===== src/rtl/pipelined_ripple_adder.sv =====
// Pipelined ripple-carry adder: WIDTH-bit add split into STAGES chunks, one per clock.
// Optional subtract mode under `PIPELINED_RIPPLE_ADDER_SUB_EN` (adds the `sub` input).
module pipelined_ripple_adder #(
  parameter int WIDTH  = 16,
  parameter int STAGES = 4
) (
  input  logic             clk,
  input  logic             rst_n,
  input  logic             in_valid,
  output logic             in_ready,
  input  logic [WIDTH-1:0] a,
  input  logic [WIDTH-1:0] b,
  input  logic             cin,
`ifdef PIPELINED_RIPPLE_ADDER_SUB_EN
  input  logic             sub,
`endif
  output logic             out_valid,
  input  logic             out_ready,
  output logic [WIDTH-1:0] sum,
  output logic             cout,
  output logic             ovf
);

  localparam int CW = WIDTH / STAGES;

  logic             adv;
  logic [WIDTH-1:0] b_eff;
  logic             cin_eff;

  // Per-stage registers: operands are kept right-aligned (next chunk at bit 0),
  // sum chunks enter at the top and shift down so the last stage holds the full sum.
  logic [STAGES-1:0] vld;
  logic [WIDTH-1:0]  ra [STAGES];
  logic [WIDTH-1:0]  rb [STAGES];
  logic [WIDTH-1:0]  rs [STAGES];
  logic [STAGES-1:0] rc;
  logic              ovf_q;

  logic [STAGES-1:0] sv;
  logic [STAGES-1:0] sc;
  logic [STAGES-1:0] nc;
  logic [WIDTH-1:0]  sa [STAGES];
  logic [WIDTH-1:0]  sb [STAGES];
  logic [WIDTH-1:0]  ss [STAGES];
  logic [WIDTH-1:0]  na [STAGES];
  logic [WIDTH-1:0]  nb [STAGES];
  logic [WIDTH-1:0]  ns [STAGES];
  logic [CW:0]       t  [STAGES];
  logic              novf;

  assign adv      = !out_valid || out_ready;
  assign in_ready = adv;

`ifdef PIPELINED_RIPPLE_ADDER_SUB_EN
  // a - b - cin == a + ~b + ~cin
  assign b_eff   = sub ? ~b : b;
  assign cin_eff = cin ^ sub;
`else
  assign b_eff   = b;
  assign cin_eff = cin;
`endif

  always_comb begin
    sv[0] = in_valid;
    sa[0] = a;
    sb[0] = b_eff;
    ss[0] = '0;
    sc[0] = cin_eff;
    for (int k = 1; k < STAGES; k++) begin
      sv[k] = vld[k-1];
      sa[k] = ra[k-1];
      sb[k] = rb[k-1];
      ss[k] = rs[k-1];
      sc[k] = rc[k-1];
    end
    for (int k = 0; k < STAGES; k++) begin
      t[k]  = {1'b0, sa[k][CW-1:0]} + {1'b0, sb[k][CW-1:0]} + {{CW{1'b0}}, sc[k]};
      na[k] = sa[k] >> CW;
      nb[k] = sb[k] >> CW;
      ns[k] = (ss[k] >> CW) | (WIDTH'(t[k][CW-1:0]) << (WIDTH - CW));
      nc[k] = t[k][CW];
    end
    // carry into MSB is recovered from the MSB sum bit and the operand MSBs
    novf = sa[STAGES-1][CW-1] ^ sb[STAGES-1][CW-1] ^ t[STAGES-1][CW-1] ^ t[STAGES-1][CW];
  end

  always_ff @(posedge clk or negedge rst_n) begin
    if (!rst_n) begin
      vld   <= '0;
      rc    <= '0;
      ovf_q <= 1'b0;
      for (int k = 0; k < STAGES; k++) begin
        ra[k] <= '0;
        rb[k] <= '0;
        rs[k] <= '0;
      end
    end else if (adv) begin
      vld <= sv;
      // last stage doubles as the output register: it only loads real beats
      for (int k = 0; k < STAGES; k++) begin
        if (k < STAGES - 1 || sv[k]) begin
          ra[k] <= na[k];
          rb[k] <= nb[k];
          rs[k] <= ns[k];
          rc[k] <= nc[k];
        end
      end
      if (sv[STAGES-1]) ovf_q <= novf;
    end
  end

  assign out_valid = vld[STAGES-1];
  assign sum       = rs[STAGES-1];
  assign cout      = rc[STAGES-1];
  assign ovf       = ovf_q;

endmodule


===== config.mk =====
export PLATFORM = sky130hd
export DESIGN_NAME = pipelined_ripple_adder
export DESIGN_NICKNAME = d
export VERILOG_FILES = /design/src/rtl/pipelined_ripple_adder.sv
export SDC_FILE = /design/constraint.sdc
export NUM_CORES = 1
export LEC_CHECK = 0
export CAP_MARGIN = 30
export CORE_ASPECT_RATIO = 2
export CORE_MARGIN = 4
export CORE_UTILIZATION = 41
export DETAILED_ROUTE_END_ITERATION = 16
export DONT_BUFFER_PORTS = 1
export GPL_ROUTABILITY_DRIVEN = 1
export PLACE_DENSITY = 0.57
export SKIP_CTS_REPAIR_TIMING = 1
export SYNTH_ARGS = -nofsm -noshare
export SYNTH_HDL_FRONTEND = slang
export SYNTH_SLANG_ARGS = --single-unit

===== constraint.sdc =====
create_clock -name clk -period 3.3 [get_ports clk]
set_clock_uncertainty 0.2 [all_clocks]
set_input_delay 0.165 -clock clk [delete_from_list [all_inputs] [get_ports clk]]
set_output_delay 0.165 -clock clk [all_outputs]
set_load 0.03 [all_outputs]

## After elaboration in Yosys (flattened, before gate mapping)

Index checks and enable logic that the tools add are counted.

- Flip-flop bits (word level): 109
- Input bits: 37
- Output and inout bits: 20
- Logic and storage cells: 31

- Add/sub/neg operators: 8
- Bitwise logic cells: 6
- Reduce and logical (&&, ||, !) cells: 3

Operators by type and width:

| operator | number |
|---|---|
| OR 12 x 16 -> 16 bit | 3 |
| adder 4 x 4 -> 5 bit | 4 |
| adder 5 x 1 -> 5 bit | 4 |
| bitwise XOR 1 bit | 3 |
| AND reduction 2 bit | 1 |
| zero test 1 bit | 1 |
| logical OR 1 bit | 1 |

## Depth between registers and ports, before layout

- Depth in word-level cells: 4
- Mapped depth: 6
- Gate-level depth less buffers: 6

## Worst setup path before layout

No wires, ideal clock.

- Path kind: register to register
- From: reg ra[16] (netlist bit)
- To: reg ovf_q, in the netlist ovf
- Library setup time: 121 ps
- Arrival: 1756 ps
- Data required time: 2979 ps
- Slack: 1223 ps
- Cell stages (with the launch flop): 7
- Path buffers: 0
- Clock period less this slack: 2077 ps
- Cell sequence: dfrtp_1 > fa_1 > fa_1 > a21o_1 > a21oi_2 > xnor2_1 > o21ai_1

- Word-level cells in the longest chain between the ends: 4

RTL lines:

| what | RTL line | text |
|---|---|---|
| start: declaration | 33 | `logic [WIDTH-1:0] ra [STAGES];` |
| start signal: indexed assignment | 102 | `ra[k] <= na[k];` |
| adder 4 x 4 -> 5 bit (*) | 77 | `t[k] = {1'b0, sa[k][CW-1:0]} + {1'b0, sb[k][CW-1:0]} + {{CW{1'b0}}, sc[k]};` |
| adder 5 x 1 -> 5 bit (*) | 77 |  |
| bitwise XOR 1 bit | 84 | `novf = sa[STAGES-1][CW-1] ^ sb[STAGES-1][CW-1] ^ t[STAGES-1][CW-1] ^ t[STAGES-1][CW];` |
| bitwise XOR 1 bit (*) | 84 |  |
| end signal: assignment | 108 | `if (sv[STAGES-1]) ovf_q <= novf;` |
| end: declaration | 37 | `logic ovf_q;` |

Every way passes the cells marked *; elsewhere a longest branch is shown, timed or not.
A chain may end at the register's enable or synchronous reset.

## Final worst setup path

- From: reg vld[3]
- To: out in_ready

- Word-level cells in the longest chain between the ends: 2

RTL lines:

| what | RTL line | text |
|---|---|---|
| start: declaration | 32 | `logic [STAGES-1:0] vld;` |
| start signal: assignment | 98 | `vld <= sv;` |
| zero test 1 bit | 51 | `assign adv = !out_valid \|\| out_ready;` |
| logical OR 1 bit | 51 |  |
| end: declaration | 10 | `output logic in_ready,` |

No other way between the ends.

==> results.ini <==
[status]
run_status=finished, violations left
failing_checks=hold timing

[worst_hold_path]
hold_path_startpoint=b[3]
hold-path-endpoint=rc[0]$_DFFE_PN0N_
hold_path.class=input pin to flip-flop
worstHoldPathCells=3

[final_layout]
layout.cell_area.non_filler_um2=4890
synthToLayoutAreaGrowth_pct=16.8
n_antenna_cell=0
num-fill-cells=960
final_cell_mix=205 x sky130_fd_sc_hd__nand2_1, 97 x sky130_fd_sc_hd__dfrtp_1, 30 x sky130_fd_sc_hd__dlygate4sd3_1
layoutNonFillerInstCount=581
multi_input_comb_area_um2=1620
fin_nets=498
most_common_library_cell_in_the_layout_ignoring_fill_and_taps=sky130_fd_sc_hd__nand2_1
post_route_cells_drive_above_1_share=0.0807
final-seq-area_um2=2430

[critical_path]
r2r_setup_slack_ns=1.13
worst_r2r_path_depth=6
crit-reg2reg-capture=ovf$_DFFE_PN0P_
path_cells=nor2b_4, inv_4, buf_4
critPathSlowestCell=sky130_fd_sc_hd__dfrtp_1
timing.critical_path.arrival_ns=1.90
cpPeakStageDelay_ns=0.49
rr_startpoint=ra[16]$_DFFE_PN0N_
crit_path_start_kind=flip-flop
crit_path_capture_type=output port
setup.worst_path.class=flip-flop to output port
cp_max_fo=61
cp.required_ns=2.93

[sta]
finalSetupViolations=0
finalWorstPathRequiredPeriod_ns=2.27
rsz0062_at_grt=false
hold_slack_ns=-0.00764
tightest_slew_ns=0.725
final_hold_viol_count=1
fmax_mhz=441
total_negative_slack_ns=0
timing.max_slew.rel_slack=0.516
pnr_worst_setup_slack_ns=1.03
final_min_period_over_clock_period=0.687
slew_violations=0

[synthesis]
synthDistinctLibCells=24
synth_fp_nets=473
synth_async_sr_flop_share=1.00
synth-warning-count=0
ys_seq_area_frac=0.579
synth_area_per_cell_um2=10.1
synth.cell_area_um2=4190
synth_enable_flop_cells=0
ys_seq_elements=97
post_synthesis_cells=416
synth_top_flop_cell=sky130_fd_sc_hd__dfrtp_1

[clock_tree]
numClockSinks=97
path_clk_slew_ns=0.06
clockRootBuffer=sky130_fd_sc_hd__clkbuf_16
tritoncts=yes
max_buffers_root_to_sink=2
htree_num_levels=3
number_of_cts_inserted_buffers=9
clock_latency_ns=0.33

[global_routing]
vias_in_the_first_global_route=2670
globalRouteTotalUtil=0.131
grt-ovfl-total=0
grt_first_pass_wirelength_mm=12.2
grt_start_max_net_pins=98
antenna_found_initial=0

[placement]
post-place-ws_ns=1.12
io_buffer_count=0
place.gp.congestion=0.713
detailed_place.area_um2=4260
detail_placement_hpwl_mm=4.66
placedCellCount=534

[route]
avgRoutedWirePerCell_um=12.1
first_pass_iters=4
drt_iter0_markers=131
vias=2666
postRouteAntennaNets=0
routed_wirelength_mm=7.01
drc=0
post_drt_via_cell_ratio=4.59

[power_and_ir_drop]
max-vdd-ir-drop_uv=384
power_density_nw_per_um2=964
power_leakage_nw=2.51

[floorplan]
dieArea_um2=12000
fp.coreArea_um2=10100
row_count=52
floorplan.initialDensity=0.416
chipWidth_um=79.5
die_h_um=151
top_level_ports=57

[flow_run]
cap_violations=0

==> synth_stat cells (2+ instances only) <==
master                      n  area share
sky130_fd_sc_hd__mux2_2     2      0.0054
sky130_fd_sc_hd__xnor2_1    3      0.0063
sky130_fd_sc_hd__nor2_1     9      0.0081
sky130_fd_sc_hd__buf_4      2      0.0036
sky130_fd_sc_hd__nor2b_1    2      0.0030
sky130_fd_sc_hd__ha_1      12       0.036
sky130_fd_sc_hd__a21oi_1   11       0.013
sky130_fd_sc_hd__nand2_1  205        0.18
sky130_fd_sc_hd__fa_1       8       0.038
sky130_fd_sc_hd__a21oi_2    2      0.0042
sky130_fd_sc_hd__xor2_1     6       0.013
sky130_fd_sc_hd__inv_1      6      0.0054
sky130_fd_sc_hd__buf_6      3      0.0081
sky130_fd_sc_hd__buf_2     13       0.016
sky130_fd_sc_hd__a21o_1     6       0.011
sky130_fd_sc_hd__o21ai_0   11       0.013
sky130_fd_sc_hd__mux2_4    12       0.043
sky130_fd_sc_hd__dfrtp_1   97        0.58
==> cells by family (layout without fill, tap and decap cells) <==
kind of cell,count (synthesis),after routing,synth area share
AO/OA/AOI/OAI,31,31,0.0424
flip-flops,97,97,0.579
buffers and inverters,26,56,0.0349
multiplexers,14,14,0.0484
adder cells (fa/ha/maj),20,20,0.0741
AND/OR/NAND/NOR,219,219,0.202
XOR/XNOR,9,9,0.0188
==> worst max path at each step <==
stage                                  start               to  slack (ns)  depth (start not counted)
after global placement    ra[16]$_DFFE_PN0N_  ovf$_DFFE_PN0P_        1.15                          6
after CTS                 vld[3]$_DFFE_PN0N_         in_ready        0.99                          3
after floorplan           ra[16]$_DFFE_PN0N_  ovf$_DFFE_PN0P_        1.22                          6
after global routing      vld[3]$_DFFE_PN0N_         in_ready        0.91                          3
after detailed placement  ra[16]$_DFFE_PN0N_  ovf$_DFFE_PN0P_        1.12                          6
final                     vld[3]$_DFFE_PN0N_         in_ready        1.03                          3
==> report_power, final <==
part | switching (mW) | internal (mW) | leakage [nW] | total [mW]
clock network | 0.403 | 0.648 | 0.153 | 1.05
logic | 0.728 | 0.680 | 1.19 | 1.41
registers | 0.551 | 1.70 | 1.17 | 2.26
total | 1.68 | 3.03 | 2.51 | 4.72
==> area by class of cell <==
type,instances,area share
timing repair buffer,33,0.0701
multi-input combinational,293,0.330
clock inverter,2,0.00716
tap,135,0.0345
clock buffer,14,0.0560
sequential,97,0.496
inverter,7,0.00588
==> flip-flops by register name, indices dropped and copies added (netlist names) <==
register / flops
rs: 24
sum: 16
na: 12
nb: 12
ra: 12
rb: 12
rc: 4
vld: 4
ovf: 1
==> through the flow <==
step	total power [mW]	hold WS, ns	util
2_1_floorplan	3.41	-0.331	-
3_3_place_gp	3.62	-0.327	0.422
3_5_place_dp	3.68	-0.327	0.422
4_1_cts	4.76	-0.697	0.453
5_1_grt	5.12	0.00707	0.485
6_report	4.72	-0.00764	0.485
==> metal layers <==
layer	part of all wire	up-vias	wire [um]	global-route usage
li1	-	1350	-	-
met1	0.43	1261	3000	0.149
met2	0.51	45	3570	0.220
met3	0.045	10	313	0.0381
met4	0.018	0	129	0.0671
met5	0	-	0	0
==> worst max-delay path: cells and delay by family (launching register included) <==
kind / cells / cell delay, ns
flops: 1 / 0.49
simple gates: 1 / 0.19
buf+inv: 2 / 0.83
No activity file was read; power rests on OpenSTA's default activity.
